<file path="config.mk">
export PLATFORM = sky130hd
export DESIGN_NAME = flit_requester
export DESIGN_NICKNAME = d
export VERILOG_FILES = /design/src/rtl/flit_requester_pkg.sv /design/src/rtl/flit_fifo.sv /design/src/rtl/flit_requester.sv
export SDC_FILE = /design/constraint.sdc
export NUM_CORES = 1
export LEC_CHECK = 0
export BUFFER_PORTS_ARGS = -buffer_cell sky130_fd_sc_hd__buf_2
export CAP_MARGIN = 20
export CORE_MARGIN = 3
export CORE_UTILIZATION = 64
export CTS_BUF_LIST = sky130_fd_sc_hd__clkbuf_8
export CTS_CLUSTER_SIZE = 10
export DETAILED_ROUTE_END_ITERATION = 8
export HOLD_SLACK_MARGIN = 0.05
export PLACE_DENSITY_LB_ADDON = 0.12
export SYNTH_ARGS = -nofsm -noshare
export SYNTH_HDL_FRONTEND = slang
export SYNTH_SLANG_ARGS = --single-unit
</file>
<file path="constraint.sdc">
create_clock -name clk -period 5.1 [get_ports clk]
set_input_delay 0.255 -clock clk [delete_from_list [all_inputs] [get_ports clk]]
set_output_delay 0.255 -clock clk [all_outputs]
set_load 0.005 [all_outputs]
</file>
<file path="src/rtl/flit_requester_pkg.sv">
// flit_requester_pkg: flit id codes, FSM state encoding and length width shared by flit_requester
package flit_requester_pkg;
  localparam int LEN_W = 12;
  localparam logic [2:0] FLIT_IDLE = 3'b000;
  localparam logic [2:0] FLIT_HEAD = 3'b001;
  localparam logic [2:0] FLIT_BODY = 3'b010;
  localparam logic [2:0] FLIT_TAIL = 3'b100;
  typedef enum logic [1:0] {S_IDLE, S_HEAD, S_BODY, S_TAIL} state_t;
endpackage

</file>
<file path="src/rtl/flit_fifo.sv">
// flit_fifo: synchronous FIFO with show-ahead head; ports clk, rst, push/din, pop/dout, full, empty
module flit_fifo #(
  parameter int W = 32,
  parameter int DEPTH = 16
) (
  input  logic         clk,
  input  logic         rst,
  input  logic         push,
  input  logic         pop,
  input  logic [W-1:0] din,
  output logic [W-1:0] dout,
  output logic         full,
  output logic         empty
);
  localparam int AW = $clog2(DEPTH);
  logic [W-1:0] mem [DEPTH];
  logic [AW:0] wp, rp;
  // extra pointer bit separates full from empty when the indices match
  assign full = (wp[AW] != rp[AW]) && (wp[AW-1:0] == rp[AW-1:0]);
  assign empty = wp == rp;
  assign dout = mem[rp[AW-1:0]];
  always_ff @(posedge clk)
    if (push && !full) mem[wp[AW-1:0]] <= din;
  always_ff @(posedge clk)
    if (rst) begin
      wp <= '0;
      rp <= '0;
    end else begin
      if (push && !full) wp <= wp + 1'b1;
      if (pop && !empty) rp <= rp + 1'b1;
    end
endmodule

</file>
<file path="src/rtl/flit_requester.sv">
// flit_requester: buffers source packets and presents them flit by flit to an arbiter
// ports: clk, rst; source in_valid/in_ready/in_data/in_last; arbiter grant/req;
//        presented flit flit_id (001 head, 010 body, 100 tail, 000 idle), length, flit_data
import flit_requester_pkg::*;
module flit_requester #(
  parameter int DATA_W = 32,
  parameter int DEPTH = 16,
  parameter int PKTQ = 4
) (
  input  logic              clk,
  input  logic              rst,
  input  logic              in_valid,
  output logic              in_ready,
  input  logic [DATA_W-1:0] in_data,
  input  logic              in_last,
  input  logic              grant,
  output logic              req,
  output logic [2:0]        flit_id,
  output logic [LEN_W-1:0]  length,
  output logic [DATA_W-1:0] flit_data
);
  state_t state, state_nx;
  logic [LEN_W-1:0] wr_cnt, rem, desc;
  logic [DATA_W-1:0] head;
  logic buf_full, buf_empty, dq_full, dq_empty, accept, consume, last_flit;
  assign in_ready = !buf_full && !dq_full;
  assign accept = in_valid && in_ready;
  assign consume = req && grant;
  // the descriptor is retired with the final flit, including a header-only packet
  assign last_flit = (state == S_TAIL) || (state == S_HEAD && rem == LEN_W'(1));
  flit_fifo #(.W(DATA_W), .DEPTH(DEPTH)) u_buf (
    .clk(clk), .rst(rst), .push(accept), .pop(consume), .din(in_data),
    .dout(head), .full(buf_full), .empty(buf_empty)
  );
  flit_fifo #(.W(LEN_W), .DEPTH(PKTQ)) u_desc (
    .clk(clk), .rst(rst), .push(accept && in_last), .pop(consume && last_flit),
    .din(wr_cnt + 1'b1), .dout(desc), .full(dq_full), .empty(dq_empty)
  );
  always_ff @(posedge clk)
    if (rst) state <= S_IDLE;
    else state <= state_nx;
  always_comb begin
    state_nx = state;
    unique case (state)
      S_IDLE: state_nx = dq_empty ? S_IDLE : S_HEAD;
      S_HEAD: if (consume) state_nx = rem == LEN_W'(1) ? S_IDLE : rem == LEN_W'(2) ? S_TAIL : S_BODY;
      S_BODY: if (consume && rem == LEN_W'(2)) state_nx = S_TAIL;
      S_TAIL: if (consume) state_nx = S_IDLE;
    endcase
  end
  always_comb begin
    req = state != S_IDLE;
    flit_id = state == S_HEAD ? FLIT_HEAD : state == S_BODY ? FLIT_BODY : state == S_TAIL ? FLIT_TAIL : FLIT_IDLE;
    flit_data = req ? head : '0;
  end
  always_ff @(posedge clk)
    if (rst) begin
      wr_cnt <= '0;
      length <= '0;
      rem <= '0;
    end else begin
      if (accept) wr_cnt <= in_last ? '0 : wr_cnt + 1'b1;
      if (state == S_IDLE && !dq_empty) begin
        length <= desc;
        rem <= desc;
      end else if (consume) rem <= rem - 1'b1;
    end
  // packets longer than the buffer cannot be delivered
  always_ff @(posedge clk)
    if (!rst) begin
      assert (wr_cnt < LEN_W'(DEPTH));
      assert (!(consume && buf_empty));
    end
endmodule

</file>
==> summary.md <==
| Metric | Value |
|---|---|
| Outcome | `completed` |
| Int Power | `between 7 and 8 mW` |
| Fillers | `about 2200` |
| M1 WL | `around 20 mm` |
| Initial antenna violation count | `0` |
| Post_cts resized | `0` |
| Ant. Diodes | `0` |
| Arrival time of the worst setup path | `3.38 ns` |
| Synth Area in XOR/XNOR | `1.336%` |
| Mux contribution to synthesized area | `approximately 16%` |
| Iter 0 DRT Violations | `~820` |
| CTS H-tree depth | `3` |
| Worst path max stage delay | `0.90 ns` |
| Clock transition at path regs | `~0.06 ns` |
| Post-route cell area | `approximately 27000 um2` |
| PnR Total Power | `around 10 mW` |
| CTS Buf Count | `96` |
| Adder-Cell Fraction of Synth Area | `0.7221%` |
| First-pass GRT wire length | `74.50 mm` |
| DRT antenna net count | `0` |
| Die Span Y | `approximately 200 um` |
| Largest family of logic cells by synthesized area | `multiplexers` |
| Setup crit start kind | `flip-flop` |
| Max Clock Skew | `between 0.02 and 0.025 ns` |
| RePlAce Congestion | `slightly above 0.8` |
| Clock latency on the worst-skew pair | `approximately 0.65 ns` |
| Synth Flop Type | `edfxtp_1` |
| DP Area | `25230 um2` |
| Final std cells w/o fill | `around 1900` |
| Final Setup Violations | `0` |
| Simple-gate share of the synthesized area | `between 4 and 5%` |
| CTS tree | `built` |
| Die X-Extent | `~200 um` |
| Dpl cells | `1723` |
| Ratio of cells with drive above 1 in the final layout | `29.51%` |
| Cell taking the most area after synthesis | `edfxtp_1` |
| Vias in the first global route | `about 12000` |
| Sequential cell area fraction in the yosys report | `around three quarters` |
| Final core utilization | `73.89%` |
| Met3 wire length | `between 3 and 4 mm` |
| Post-synthesis net count | `roughly 1200` |
| Vias per cell | `just over 6` |
| Worst-Margin Slew | `1.164 ns` |
| Yosys cell types | `53` |
| Fin crit share | `between 70% and 80%` |
| CP max FO | `40` |
| Synth warn | `0` |
| Leakage | `between 8 and 9 nW` |
| Remaining DRCs | `0` |
| Rows | `70` |
| Sw frac | `between 20% and 30%` |
| Met2 wire length | `between 20 and 25 mm` |
| Max-slew violation total from the final report | `0` |
| Critical setup path kind | `flip-flop to output pin` |
| Comb pwr share | `6.9%` |
| Final min period | `3.639 ns` |
| Final hold vios | `0` |
| Number of flops mapped to enable cells by yosys | `560` |
| IO Count | `86` |
| Synth Area per Inst | `around 21 um2` |
| Area Growth Syn to Fin | `12.59%` |
| Worst setup EP type | `output pin` |
| Final HPWL DP | `about 27 mm` |
| P_sw | `about 2.3 mW` |
| Crit path buf inv count | `2` |
| Initial Util | `~66%` |
| CP max-delay cell | `dfxtp_4` |
| CORE AREA | `between 30000 and 40000 um2` |
| Routed WL | `about 47 mm` |
| Clock root buffer | `clkbuf_8` |
| Asr flop ratio synth | `0%` |
| CP dominant cell by count | `mux4_2` |
| F_max | `~270 MHz` |
| WP data required | `4.85 ns` |
| Post-synthesis compound-gate area fraction | `~1.9%` |
| Cts-stage hold buffer count | `35` |
| Yosys top cell area share | `a little under 70%` |
| Sequential power share | `a little under three fifths` |
| Unrepaired setup endpoints after global routing | `false` |
| Power Density | `366.6 nW/um2` |
| Area occupied by multi-input gates | `5966 um2` |
| Synthesized area | `approximately 24000 um2` |
| Top sig layer | `met4` |
| Seq. cell area | `18030 um2` |
| Clock Tree Buf Depth | `3` |
| Via count | `about 12000` |
| Total gr overflow | `0` |
| Die ar. | `~40000 um2` |
| IO buf count | `85` |
| Final #Nets | `1405` |
| Synth area leaders | `edfxtp_1 69%, mux4_2 16%, dfxtp_1 5.0%` |
| Final setup TNS | `0 ns` |
| Worst vdd ir | `about 0.00032 V` |
| Synthesized flop and latch total | `620` |
| Clk network pwr share | `36.3%` |
| Top delay family on crit path | `multiplexers` |
| Largest net degree at the start of global routing | `about 90` |
| Worst path cell trace | `buf_4 > mux4_2 > mux4_2 > and2_1 > buf_2` |
| CTS sink cnt | `620` |
| Overall routing resource usage | `about 24%` |
| Cells after Synth | `1183` |
| Worst hold path class | `primary input to flip-flop` |
| Worst rel slew slack | `between 20 and 25%` |
| Post-DR wirelength/cell | `between 20 and 25 um` |
| Initial DRT Pass Iterations | `5` |
| Post-CTS Setup Repair Bufs | `0` |
| Max-cap violations | `0` |
==> per-layer routing <==
metal | up-vias | GRT usage, %
li1 | 5198 | -
met1 | 6169 | 35.08
met2 | 397 | 39.06
met3 | 52 | 5.448
met4 | 0 | 5.897
met5 | - | 0
==> layout make-up <==
cell class | instances | area share [%]
Clock buffer | 100 | 5.039
Clock inverter | 74 | 1.164
Inverter | 10 | 0.1374
Multi-Input combinational cell | 492 | 21.84
Sequential cell | 620 | 66.01
Tap cell | 504 | 2.309
Timing Repair Buffer | 134 | 3.500
==> placed cells by master, fill, tap and decap left out, drive strengths merged, types with 2 or more instances in the layout <==
cell type,instances
nand3b,3
edfxtp,560
buf,99
mux2,5
a21oi,36
and4,3
nand4,4
clkbuf,100
or4,4
nand4b,2
nor4,3
o31ai,5
nor2,33
mux2i,2
dfxtp,60
a211oi,7
dlygate4sd3,35
clkinvlp,4
ha,14
and2,37
o211ai,2
clkinv,27
o21a,2
nand2,44
a31oi,4
or3,3
xor2,12
xnor2,25
nor2b,7
and3,20
or4b,5
o21ai,13
nor3,5
nand3,11
inv,53
mux4,172
==> worst min-delay path, cell delays in order <==
cell and delay, ns:
buf_2 0.13, o31ai_1 0.18, o31ai_1 0.10, a21oi_1 0.12
==> cell usage after synthesis (all sizes together) (7+ instances only) <==
| cell | number |
|---|---|
| a211oi | 7 |
| and2 | 37 |
| and3 | 20 |
| xnor2 | 25 |
| o21ai | 13 |
| ha | 14 |
| dfxtp | 60 |
| nand2 | 44 |
| buf | 26 |
| clkbuf | 35 |
| nor2 | 33 |
| edfxtp | 560 |
| inv | 10 |
| mux4 | 172 |
| xor2 | 12 |
| a21oi | 36 |
| nand3 | 11 |
| nor2b | 7 |
==> power groups by stage <==
| stage | combinational (mW) | clock (mW) | sequential (mW) |
|---|---|---|---|
| floorplan | 0.450 | 0 | 5.77 |
| global placement | 0.664 | 0 | 5.79 |
| detailed placement | 0.674 | 0 | 5.80 |
| CTS | 0.698 | 3.70 | 5.69 |
| global route | 0.754 | 3.95 | 5.70 |
| finish | 0.689 | 3.63 | 5.69 |
==> registers in the layout, summed over array words and instances, names as in the netlist, named ones only <==
register and flops:
u_desc.mem 48, length 12, state 1, rem 12
u_desc.rp 3, u_desc.wp 3, wr_cnt 12, u_buf.mem 512
u_buf.rp 5, u_buf.wp 5
==> metrics by stage <==
stage / hold WS, ns / setup WS (ns)
3_5_place_dp: 0.4461 / 1.874
6_report: 0.1813 / 1.461
5_1_grt: 0.1883 / 1.169
2_1_floorplan: 0.3539 / 1.142
4_1_cts: 0.1318 / 1.303
3_3_place_gp: 0.4455 / 2.021
==> final timing paths <==
kind | from | to | slack (ns) | cells past startpoint
setup reg to reg | u_desc.wp[0] | u_buf.mem[7][18] | 1.80 | 4
hold reg to reg | length[5] | length[5] | 0.45 | 2
hold / removal | in_valid | wr_cnt[6] | 0.18 | 4
setup / recovery | flip-flop | flit_data[9] | 1.46 | 5
==> logic make-up after synthesis <==
| group | Yosys count |
|---|---|
| DFF | 620 |
| and+or+nand+nor | 188 |
| muxes | 179 |
| AOI/OAI and AO/OA | 74 |
| buffers and inverters | 71 |
| xor gates and xnor gates | 37 |
| adders and majority gates | 14 |
(Power assumes the default switching activity.)
